[src/rtl/mac_sequencer.sv]
// mac_sequencer
//   Serial dot-product controller. Accepts one unsigned (x,w) pair per
//   valid/ready handshake, multiplies it on a single shared multiplier and
//   folds it into an accumulator. After N_TERMS pairs the low DATA_W bits of
//   the sum are presented on result until the consumer takes them.
//
//   Optional feature macro: MAC_SEQ_SATURATE_EN
//     defined   - accumulator is ACC_W+8 bits wide (no wrap) and result
//                 saturates to all-ones when the sum exceeds 2^DATA_W-1.
//     undefined - accumulator wraps mod 2^ACC_W, result = acc[DATA_W-1:0],
//                 bit-identical to the parallel multiplier tree.
//
// Ports
//   clk        rising-edge clock
//   rst        synchronous active-high reset (priority over clear)
//   clear      synchronous abort of the current dot product
//   in_valid   x_in/w_in hold a valid pair
//   in_ready   sequencer will take a pair this cycle (low only in DONE)
//   x_in,w_in  unsigned operands
//   out_valid  result valid (held until out_ready)
//   out_ready  consumer takes result this cycle
//   result     dot-product result, holds its value across clear
//   busy       a dot product is in progress (ACCUM or DONE)
//   term_cnt   pairs accepted in the current dot product
module mac_sequencer #(
  parameter int N_TERMS = 8,
  parameter int DATA_W  = 8,
  parameter int ACC_W   = 16
) (
  input  logic              clk,
  input  logic              rst,
  input  logic              clear,
  input  logic              in_valid,
  output logic              in_ready,
  input  logic [DATA_W-1:0] x_in,
  input  logic [DATA_W-1:0] w_in,
  output logic              out_valid,
  input  logic              out_ready,
  output logic [DATA_W-1:0] result,
  output logic              busy,
  output logic [7:0]        term_cnt
);

`ifdef MAC_SEQ_SATURATE_EN
  localparam int AW = ACC_W + 8;
`else
  localparam int AW = ACC_W;
`endif

  localparam logic [1:0] S_IDLE  = 2'd0;
  localparam logic [1:0] S_ACCUM = 2'd1;
  localparam logic [1:0] S_DONE  = 2'd2;

  localparam logic [7:0] LAST_CNT = 8'(N_TERMS);

  logic [1:0]          state;
  logic [AW-1:0]       acc;
  logic [2*DATA_W-1:0] prod;
  logic [AW-1:0]       prod_ext;
  logic [AW-1:0]       acc_sum;
  logic [7:0]          cnt_nxt;
  logic                accept;

  // Full-width unsigned product, zero-extended into the accumulator width.
  assign prod     = {{DATA_W{1'b0}}, x_in} * {{DATA_W{1'b0}}, w_in};
  assign prod_ext = AW'(prod);
  assign acc_sum  = acc + prod_ext;
  assign cnt_nxt  = term_cnt + 8'd1;

  assign in_ready = (state != S_DONE);
  assign accept   = in_valid & in_ready;
  assign busy     = (state != S_IDLE);

  // Map a final accumulator value to the presented result.
  function automatic logic [DATA_W-1:0] res_of(input logic [AW-1:0] a);
`ifdef MAC_SEQ_SATURATE_EN
    if (|a[AW-1:DATA_W]) return {DATA_W{1'b1}};
    else                 return a[DATA_W-1:0];
`else
    return a[DATA_W-1:0];
`endif
  endfunction

  always_ff @(posedge clk) begin
    if (rst) begin
      state     <= S_IDLE;
      acc       <= '0;
      term_cnt  <= '0;
      result    <= '0;
      out_valid <= 1'b0;
    end else if (clear) begin
      // Abort wins over any accept or output handshake this cycle; the last
      // presented result is kept for observability.
      state     <= S_IDLE;
      acc       <= '0;
      term_cnt  <= '0;
      out_valid <= 1'b0;
    end else begin
      case (state)
        S_IDLE: begin
          if (accept) begin
            // First term overwrites the accumulator rather than adding.
            acc      <= prod_ext;
            term_cnt <= 8'd1;
            if (N_TERMS == 1) begin
              state     <= S_DONE;
              result    <= res_of(prod_ext);
              out_valid <= 1'b1;
            end else begin
              state <= S_ACCUM;
            end
          end
        end
        S_ACCUM: begin
          if (accept) begin
            acc      <= acc_sum;
            term_cnt <= cnt_nxt;
            // Result is captured from the sum including the final product,
            // so out_valid rises the cycle after the last accept.
            if (cnt_nxt == LAST_CNT) begin
              state     <= S_DONE;
              result    <= res_of(acc_sum);
              out_valid <= 1'b1;
            end
          end
        end
        S_DONE: begin
          // in_ready is low here, so a pair offered alongside the output
          // handshake waits for IDLE.
          if (out_ready) begin
            state     <= S_IDLE;
            term_cnt  <= '0;
            out_valid <= 1'b0;
          end
        end
        default: begin
          state     <= S_IDLE;
          acc       <= '0;
          term_cnt  <= '0;
          out_valid <= 1'b0;
        end
      endcase
    end
  end

endmodule

[config.mk]
export PLATFORM = sky130hd
export DESIGN_NAME = mac_sequencer
export DESIGN_NICKNAME = d
export VERILOG_FILES = /design/src/rtl/mac_sequencer.sv
export SDC_FILE = /design/constraint.sdc
export NUM_CORES = 1
export LEC_CHECK = 0
export ABC_AREA = 1
export CAP_MARGIN = 30
export CORE_UTILIZATION = 50
export DETAILED_ROUTE_END_ITERATION = 8
export GPL_TIMING_DRIVEN = 0
export PLACE_DENSITY = 0.82
export SKIP_LAST_GASP = 1
export SLEW_MARGIN = 10
export SYNTH_ARGS = -nofsm -noshare
export SYNTH_HDL_FRONTEND = slang
export SYNTH_SLANG_ARGS = --single-unit
[constraint.sdc]
create_clock -name clk -period 13.25 [get_ports clk]
set_clock_uncertainty 0.15 [all_clocks]
set_input_delay 1.325 -clock clk [delete_from_list [all_inputs] [get_ports clk]]
set_output_delay 1.325 -clock clk [all_outputs]
set_load 0.005 [all_outputs]
==> summary.md, run 1 <==
| Metric | Value |
|---|---|
| DRT Pass-1 Iters | `5` |
| Drt total wl | `5.775 mm` |
| Vias | `2486` |
| Fillers | `424` |
| Port Buffer Count | `35` |
| Die span in y | `74.03 um` |
| Clock Latency Late Sink | `280 ps` |
| Ys async rst share | `0` |
| Maximum clock path buffer count | `2` |
| Worst-path maximum fanout | `7` |
| Required @ worst endpoint | `13290 ps` |
| R2r startpoint | `term_cnt[0]` |
| Status | `complete, no violations` |
| Layout area overhead | `18.48%` |
| Number of setup violations in the final report | `0` |
| Die extent in x | `74.03 um` |
| Total gr overflow | `0` |
| Root Driver | `clkbuf_8` |
| Type of origin of the critical path | `input pin` |
| Core area | `0.004848 mm^2` |
| Pwr dens | `88.44 mW/mm^2` |
| Setup TNS | `0 ps` |
| Worst slew margin | `0.5542` |
| Arrival time at the worst endpoint | `5950 ps` |
| Fmax | `169.2 MHz` |
| TritonCTS Buffers | `3` |
| Hold-fix buffers, CTS | `0` |
| Post-synth cell types | `27` |
| First-pass GRT wire length | `10.09 mm` |
| Cells after DPL | `486` |
| Critical path's slowest cell | `clkdlybuf4s50_1` |
| Flops & latches, synth | `27` |
| Post-Synthesis Cells | `384` |
| Synth top area share | `0.2084` |
| Switch Pwr | `0.0001135 W` |
| Setup CP Type | `in -> reg` |
| First-iteration detailed-routing DRC count | `142` |
| Vias/cell | `5.073` |
| Vias in the first global route | `2374` |
| Crit path largest cell delay | `660 ps` |
| N_diodes | `0` |
| Commonest cells in the synthesized netlist | `111 x nand2_1, 69 x inv_1, 30 x a21oi_1` |
| Antenna Nets Post-Route | `0` |
| Crit-path cells | `clkdlybuf4s50_1 -> nand2_1 -> fa_1 -> fa_1 -> inv_1 -> fa_1 -> fa_1 -> ha_1 -> xor2_1 -> ha_1 -> a21oi_1 -> o21ai_0 -> a31oi_1 -> nand3_1 -> nand2_1 -> nand2_1 -> nand2_1 -> inv_1` |
| Final period utilization | `0.4460` |
| Htree depth | `1` |
| Worst setup EP type | `flop` |
| Final slew viol count | `0` |
| Post-Layout Cell Count | `490` |
| Routed len/inst | `11.79 um` |
| Combinational power share | `0.503` |
| Initial Util | `0.5350` |
| PnR worst setup slack | `7340 ps` |
| RePlAce Congestion | `0.8925` |
| Setup bufs post-CTS | `0` |
| Area leader, netlist | `dfxtp_1` |
| Final net count | `483` |
| Cells on worst reg2reg path | `10` |
| Mapped Avg Cell Area | `6.755 um^2` |
| Dpl ws | `7106 ps` |
| Post-CTS Resized | `0` |
| TritonCTS clock tree | `yes` |
| Global Route Usage Sum | `0.2319` |
| Residual DRC | `0` |
| Post-DP HPWL | `4.660 mm` |
| Crit. Startpoint | `x_in[1]` |
| Clk pwr share | `0.184` |
| Initial antenna violation count | `0` |
| Slew @ Worst Pin | `666.2 ps` |
| Int Power | `0.0001583 W` |
| Clock slew at reported path FFs | `100 ps` |
| R2r setup slk | `10950 ps` |
| Sw frac | `0.4174` |
| Most frequent cell after synthesis | `nand2_1` |
| Synth Cell Area | `0.002594 mm^2` |
| Io pins | `40` |
| Crit path capture | `result[7]` |
| Final Power | `0.0002718 W` |
| Max VDD drop | `0.07165 mV` |
| Synth warnings | `0` |
| Leakage | `1.591 nW` |
| Seq pwr share | `0.312` |
| Share of layout cells above drive strength 1 | `0.06856` |
| # rows | `25` |
| Die ar. | `0.005480 mm^2` |
| Hold Crit Class | `reg -> reg` |
| Number of flops mapped to enable cells by yosys | `0` |
| Final Hold Vio Count | `0` |
| Primary FF master, synth | `dfxtp_1` |
| Max-Cap Viols | `0` |
| Unrepaired setup endpoints after global routing | `no` |
| CTS sink cnt | `27` |
| Seq/Total Area, Yosys | `0.2084` |
| Largest net degree at the start of global routing | `15` |
| Tmin final | `5910 ps` |
| FF-to-FF End | `result[5]` |
| Syn_nets | `443` |
| Synth top area cells | `dfxtp_1 21%, nand2_1 16%, ha_1 12%` |
[power by group through the flow]
stage / sequential [W] / combinational, W / clock [W]
global placement: 0.0000866 / 0.000131 / 0
floorplan: 0.0000863 / 0.000103 / 0
global route: 0.0000852 / 0.000159 / 0.0000531
detailed placement: 0.0000867 / 0.000135 / 0
finish: 0.0000849 / 0.000137 / 0.0000501
CTS: 0.0000849 / 0.000137 / 0.0000498
[cell type report]
type | count | area (um^2) | share of cell area
Tap cell | 67 | 83.83 | 0.02728
Timing Repair Buffer | 35 | 350.3 | 0.1140
Sequential cell | 27 | 540.5 | 0.1759
Clock buffer | 4 | 45.04 | 0.01466
Buffer | 5 | 31.28 | 0.01018
Multi-Input combinational cell | 279 | 1748 | 0.5688
Inverter | 73 | 274.0 | 0.08917
[registers in the layout (all words and copies together), names as in the netlist]
signal,cells
acc,8
out_valid,1
result,8
state,2
term_cnt,8
[metrics by stage]
stage	util	hold slack, ps	instance area (um^2)
final	0.6338	340.5	3073
after global routing	0.6338	368.8	3073
after CTS	0.6338	339.8	3073
after detailed placement	0.6245	326.0	3028
after global placement	0.6245	323.0	3028
after floorplan	-	316.7	2594
[placed cells by master (no fill, tap or decap), types with 2 or more instances in the layout]
master,instances
nand2_1,111
inv_1,69
clkdlybuf4s50_1,35
a21oi_1,30
nand3_1,27
dfxtp_1,27
ha_1,25
nor2_1,18
o21ai_0,16
fa_1,13
or2_2,8
xor2_1,7
xnor2_1,5
buf_2,4
inv_2,3
nand3b_1,3
a31oi_1,3
a211oi_2,3
clkbuf_8,3
nor2_2,2
nor3_4,2
[logic make-up after synthesis]
family,Yosys count,synth area share
simple gates,174,0.2947
compound gates,55,0.1177
buf+inv,78,0.1177
flops,27,0.2084
fa+ha+maj,38,0.2209
xor+xnor,12,0.04052
[worst min path at each step]
stage / from / endpoint / slack (ps) / cells after the start
finish: out_valid / out_valid / 340 / 2
global route: out_valid / out_valid / 370 / 2
CTS: out_valid / out_valid / 340 / 2
detailed placement: out_valid / out_valid / 330 / 2
global placement: out_valid / out_valid / 320 / 2
floorplan: out_valid / out_valid / 320 / 2
[worst max-delay path: cells and delay by family]
family / cells / cell delay [ps]
buf+inv: 3 / 740
xor+xnor: 1 / 240
fa+ha+maj: 6 / 2630
simple gates: 5 / 460
compound gates: 3 / 520
[layer usage]
metal / up-vias / GRT usage / wire length, um
met4: 0 / 0.03846 / 32
met3: 7 / 0.03117 / 299
li1: 1277 / - / -
met1: 1136 / 0.3122 / 2595
met2: 66 / 0.4020 / 2848
met5: - / 0 / 0
No activity file was read; power rests on OpenSTA's default activity.
==> run 2: changes to the inputs <==
PLACE_DENSITY = 0.85   (was 0.82)
clock period = 5.25 ns   (was 13.25 ns; I/O delays follow)
==> summary.md, run 2 (same netlist as run 1, synthesis figures left out) <==
| Metric | Value |
|---|---|
| Status | `complete, no violations (unchanged)` |
| Routed len/inst | `11.84 um (was 11.79 um)` |
| Tmin final | `4952 ps` |
| Leakage | `1.612 nW (was 1.591 nW)` |
| Die span in y | `74.03 um (unchanged)` |
| Cells on worst reg2reg path | `11 (was 10)` |
| R2r setup slk | `2950 ps (was 10950 ps)` |
| FF-to-FF End | `acc[6] (was result[5])` |
| Most Frequent Cell on Critical Path | `fa_1` |
| First-pass GRT wire length | `10.03 mm (was 10.09 mm)` |
| Htree depth | `1 (unchanged)` |
| # rows | `25 (unchanged)` |
| Crit-path cells | `clkdlybuf4s50_1 -> nand2_1 -> fa_1 -> fa_1 -> inv_1 -> fa_1 -> fa_1 -> ha_1 -> xor2_1 -> ha_1 -> a21oi_1 -> o21ai_0 -> a31oi_1 -> inv_1 -> nand3_1 -> nand3_1 -> a21oi_1 (was clkdlybuf4s50_1 -> nand2_1 -> fa_1 -> fa_1 -> inv_1 -> fa_1 -> fa_1 -> ha_1 -> xor2_1 -> ha_1 -> a21oi_1 -> o21ai_0 -> a31oi_1 -> nand3_1 -> nand2_1 -> nand2_1 -> nand2_1 -> inv_1)` |
| Cells after DPL | `486 (unchanged)` |
| N_diodes | `0 (unchanged)` |
| Die extent in x | `74.03 um (unchanged)` |
| Largest net degree at the start of global routing | `16 (was 15)` |
| Fmax | `201.9 MHz` |
| Final period utilization | `0.9432` |
| Crit. Startpoint | `w_in[4] (was x_in[1])` |
| Pwr dens | `221.4 mW/mm^2 (was 88.44 mW/mm^2)` |
| Hold-fix buffers, CTS | `0 (unchanged)` |
| Final net count | `483 (unchanged)` |
| Global Route Usage Sum | `0.2320 (was 0.2319)` |
| Crit path capture | `acc[7] (was result[7])` |
| Port Buffer Count | `35 (unchanged)` |
| Worst slew margin | `0.5605 (was 0.5542)` |
| Vias in the first global route | `2405 (was 2374)` |
| Core area | `0.004848 mm^2 (unchanged)` |
| Clock slew at reported path FFs | `90 ps (was 100 ps)` |
| Slew @ Worst Pin | `656.9 ps (was 666.2 ps)` |
| Vias/cell | `5.106 (was 5.073)` |
| Worst setup EP type | `flop (unchanged)` |
| Arrival time at the worst endpoint | `5010 ps (was 5950 ps)` |
| Design Area, Final | `0.003079 mm^2 (was 0.003073 mm^2)` |
| Worst-path maximum fanout | `5 (was 7)` |
| Vias | `2502 (was 2486)` |
| First-iteration detailed-routing DRC count | `141 (was 142)` |
| Number of setup violations in the final report | `0 (unchanged)` |
| Initial Util | `0.5350 (unchanged)` |
| DRT Pass-1 Iters | `4 (was 5)` |
| R2r startpoint | `acc[0] (was term_cnt[0])` |
| Final Core Density | `0.6351 (was 0.6338)` |
| Drt total wl | `5.804 mm (was 5.775 mm)` |
| CTS sink cnt | `27 (unchanged)` |
| Unrepaired setup endpoints after global routing | `no (unchanged)` |
| Maximum clock path buffer count | `2 (unchanged)` |
| Post-DP HPWL | `4.745 mm (was 4.660 mm)` |
| Residual DRC | `0 (unchanged)` |
| Clock Latency Late Sink | `280 ps (about the same)` |
| Post-DP Area | `0.003028 mm^2 (unchanged)` |
| Antenna Nets Post-Route | `0 (unchanged)` |
| Setup CP Type | `in -> reg (unchanged)` |
| Sequential Area | `540.5 um^2 (unchanged)` |
| Initial antenna violation count | `0 (unchanged)` |
| Share of layout cells above drive strength 1 | `0.07092 (was 0.06856)` |
| Commonest non-fill, non-tap cell in the layout | `nand2_1 (unchanged)` |
| Most frequent cells in the layout | `111 x nand2_1, 69 x inv_1, 33 x clkdlybuf4s50_1 (was 111 x nand2_1, 69 x inv_1, 35 x clkdlybuf4s50_1)` |
| RePlAce Congestion | `0.8937 (was 0.8925)` |
| Area of the multi-input gates | `0.001748 mm^2 (unchanged)` |
| Required @ worst endpoint | `5310 ps (was 13290 ps)` |
| Io pins | `40 (unchanged)` |
| Critical path's slowest cell | `clkdlybuf4s50_1 (unchanged)` |
| TritonCTS Buffers | `3 (unchanged)` |
| TritonCTS clock tree | `yes (unchanged)` |
| Hold Crit Class | `reg -> reg (unchanged)` |
| Crit path largest cell delay | `560 ps (was 660 ps)` |
| Post-Layout Cell Count | `490 (unchanged)` |
| Type of origin of the critical path | `input pin (unchanged)` |
| Fillers | `445 (was 424)` |
| Die ar. | `0.005480 mm^2 (unchanged)` |
| Total gr overflow | `0 (unchanged)` |
| Final Hold Vio Count | `0 (unchanged)` |
| Max-Cap Viols | `0 (unchanged)` |
| Layout area overhead | `18.72% (was 18.48%)` |
| Final slew viol count | `0 (unchanged)` |
| Root Driver | `clkbuf_8 (unchanged)` |
| Regs by FF count | `acc x8, result x8, term_cnt x8 (unchanged)` |
| Max VDD drop | `0.1829 mV (was 0.07165 mV)` |
## run 2: changes by cell type in the layout (fill, tap and decap cells not counted)
| cell | change |
|---|---|
| clkinv_2 | +1 |
| clkbuf_1 | -1 |
| dlymetal6s2s_1 | +2 |
| clkdlybuf4s50_1 | -2 |
## run 2: how the worst min path moves through the flow
stage	start	endpoint	slack (ps)	depth (start not counted)
2_1_floorplan	out_valid	out_valid	320	2
3_3_place_gp	out_valid	out_valid	320	2
3_5_place_dp	out_valid	out_valid	330	2
4_1_cts	out_valid	out_valid	340	2
5_1_grt	term_cnt[7]	term_cnt[7]	370	2
6_report	out_valid	out_valid	340	2
## run 2: what timing repair did
action	CTS	global route
setup endpoints to repair	0	2
setup buffers	0	0
resized for setup	0	2
hold endpoints to repair	0	0
## run 2: cell type report
class	instances	area share
Clock buffer	3	0.01341
Timing Repair Buffer	35	0.1154
Clock inverter	1	0.001625
Sequential cell	27	0.1755
Multi-Input combinational cell	279	0.5677
Inverter	73	0.08899
Buffer	5	0.01016
Tap cell	67	0.02722
## run 2: worst max-delay path, delay by kind of cell
family | cells | cell delay [ps]
buffers and inverters | 3 | 680
AND/OR/NAND/NOR | 3 | 310
AO/OA/AOI/OAI | 4 | 610
XOR/XNOR | 1 | 220
adder cells (fa/ha/maj) | 6 | 2660
## run 2: per-layer routing
metal	global-route usage	wire [um]
met2	0.4162	2930
met1	0.2918	2593
met4	0.05769	70
met5	0	0
met3	0.03252	210
## run 2: power breakdown
part	switching, W	internal [W]	total (W)
logic	0.000212	0.000136	0.000348
registers	0.00000414	0.000210	0.000214
clock network	0.0000667	0.0000533	0.000120
total	0.000283	0.000399	0.000682
## run 2: metrics by stage
stage               worst slack, ps  total power, W  hold slack, ps  setup TNS [ps]
global route                  12.94       0.0007479           372.9               0
detailed placement           -67.32       0.0005629           327.9          -114.4
global placement             -6.890       0.0005502           324.7          -6.890
finish                        298.0       0.0006817           340.4               0
CTS                           220.1       0.0006814           342.7               0
floorplan                     870.3       0.0004772           316.7               0
==> run 3: changes to the inputs <==
HOLD_SLACK_MARGIN = 0.03   (was unset)
SLEW_MARGIN = 20   (was 10)
TNS_END_PERCENT = 1   (was unset)
==> results of run 3 <==
The final DEF is identical to that of run 2; final timing and power are the same.
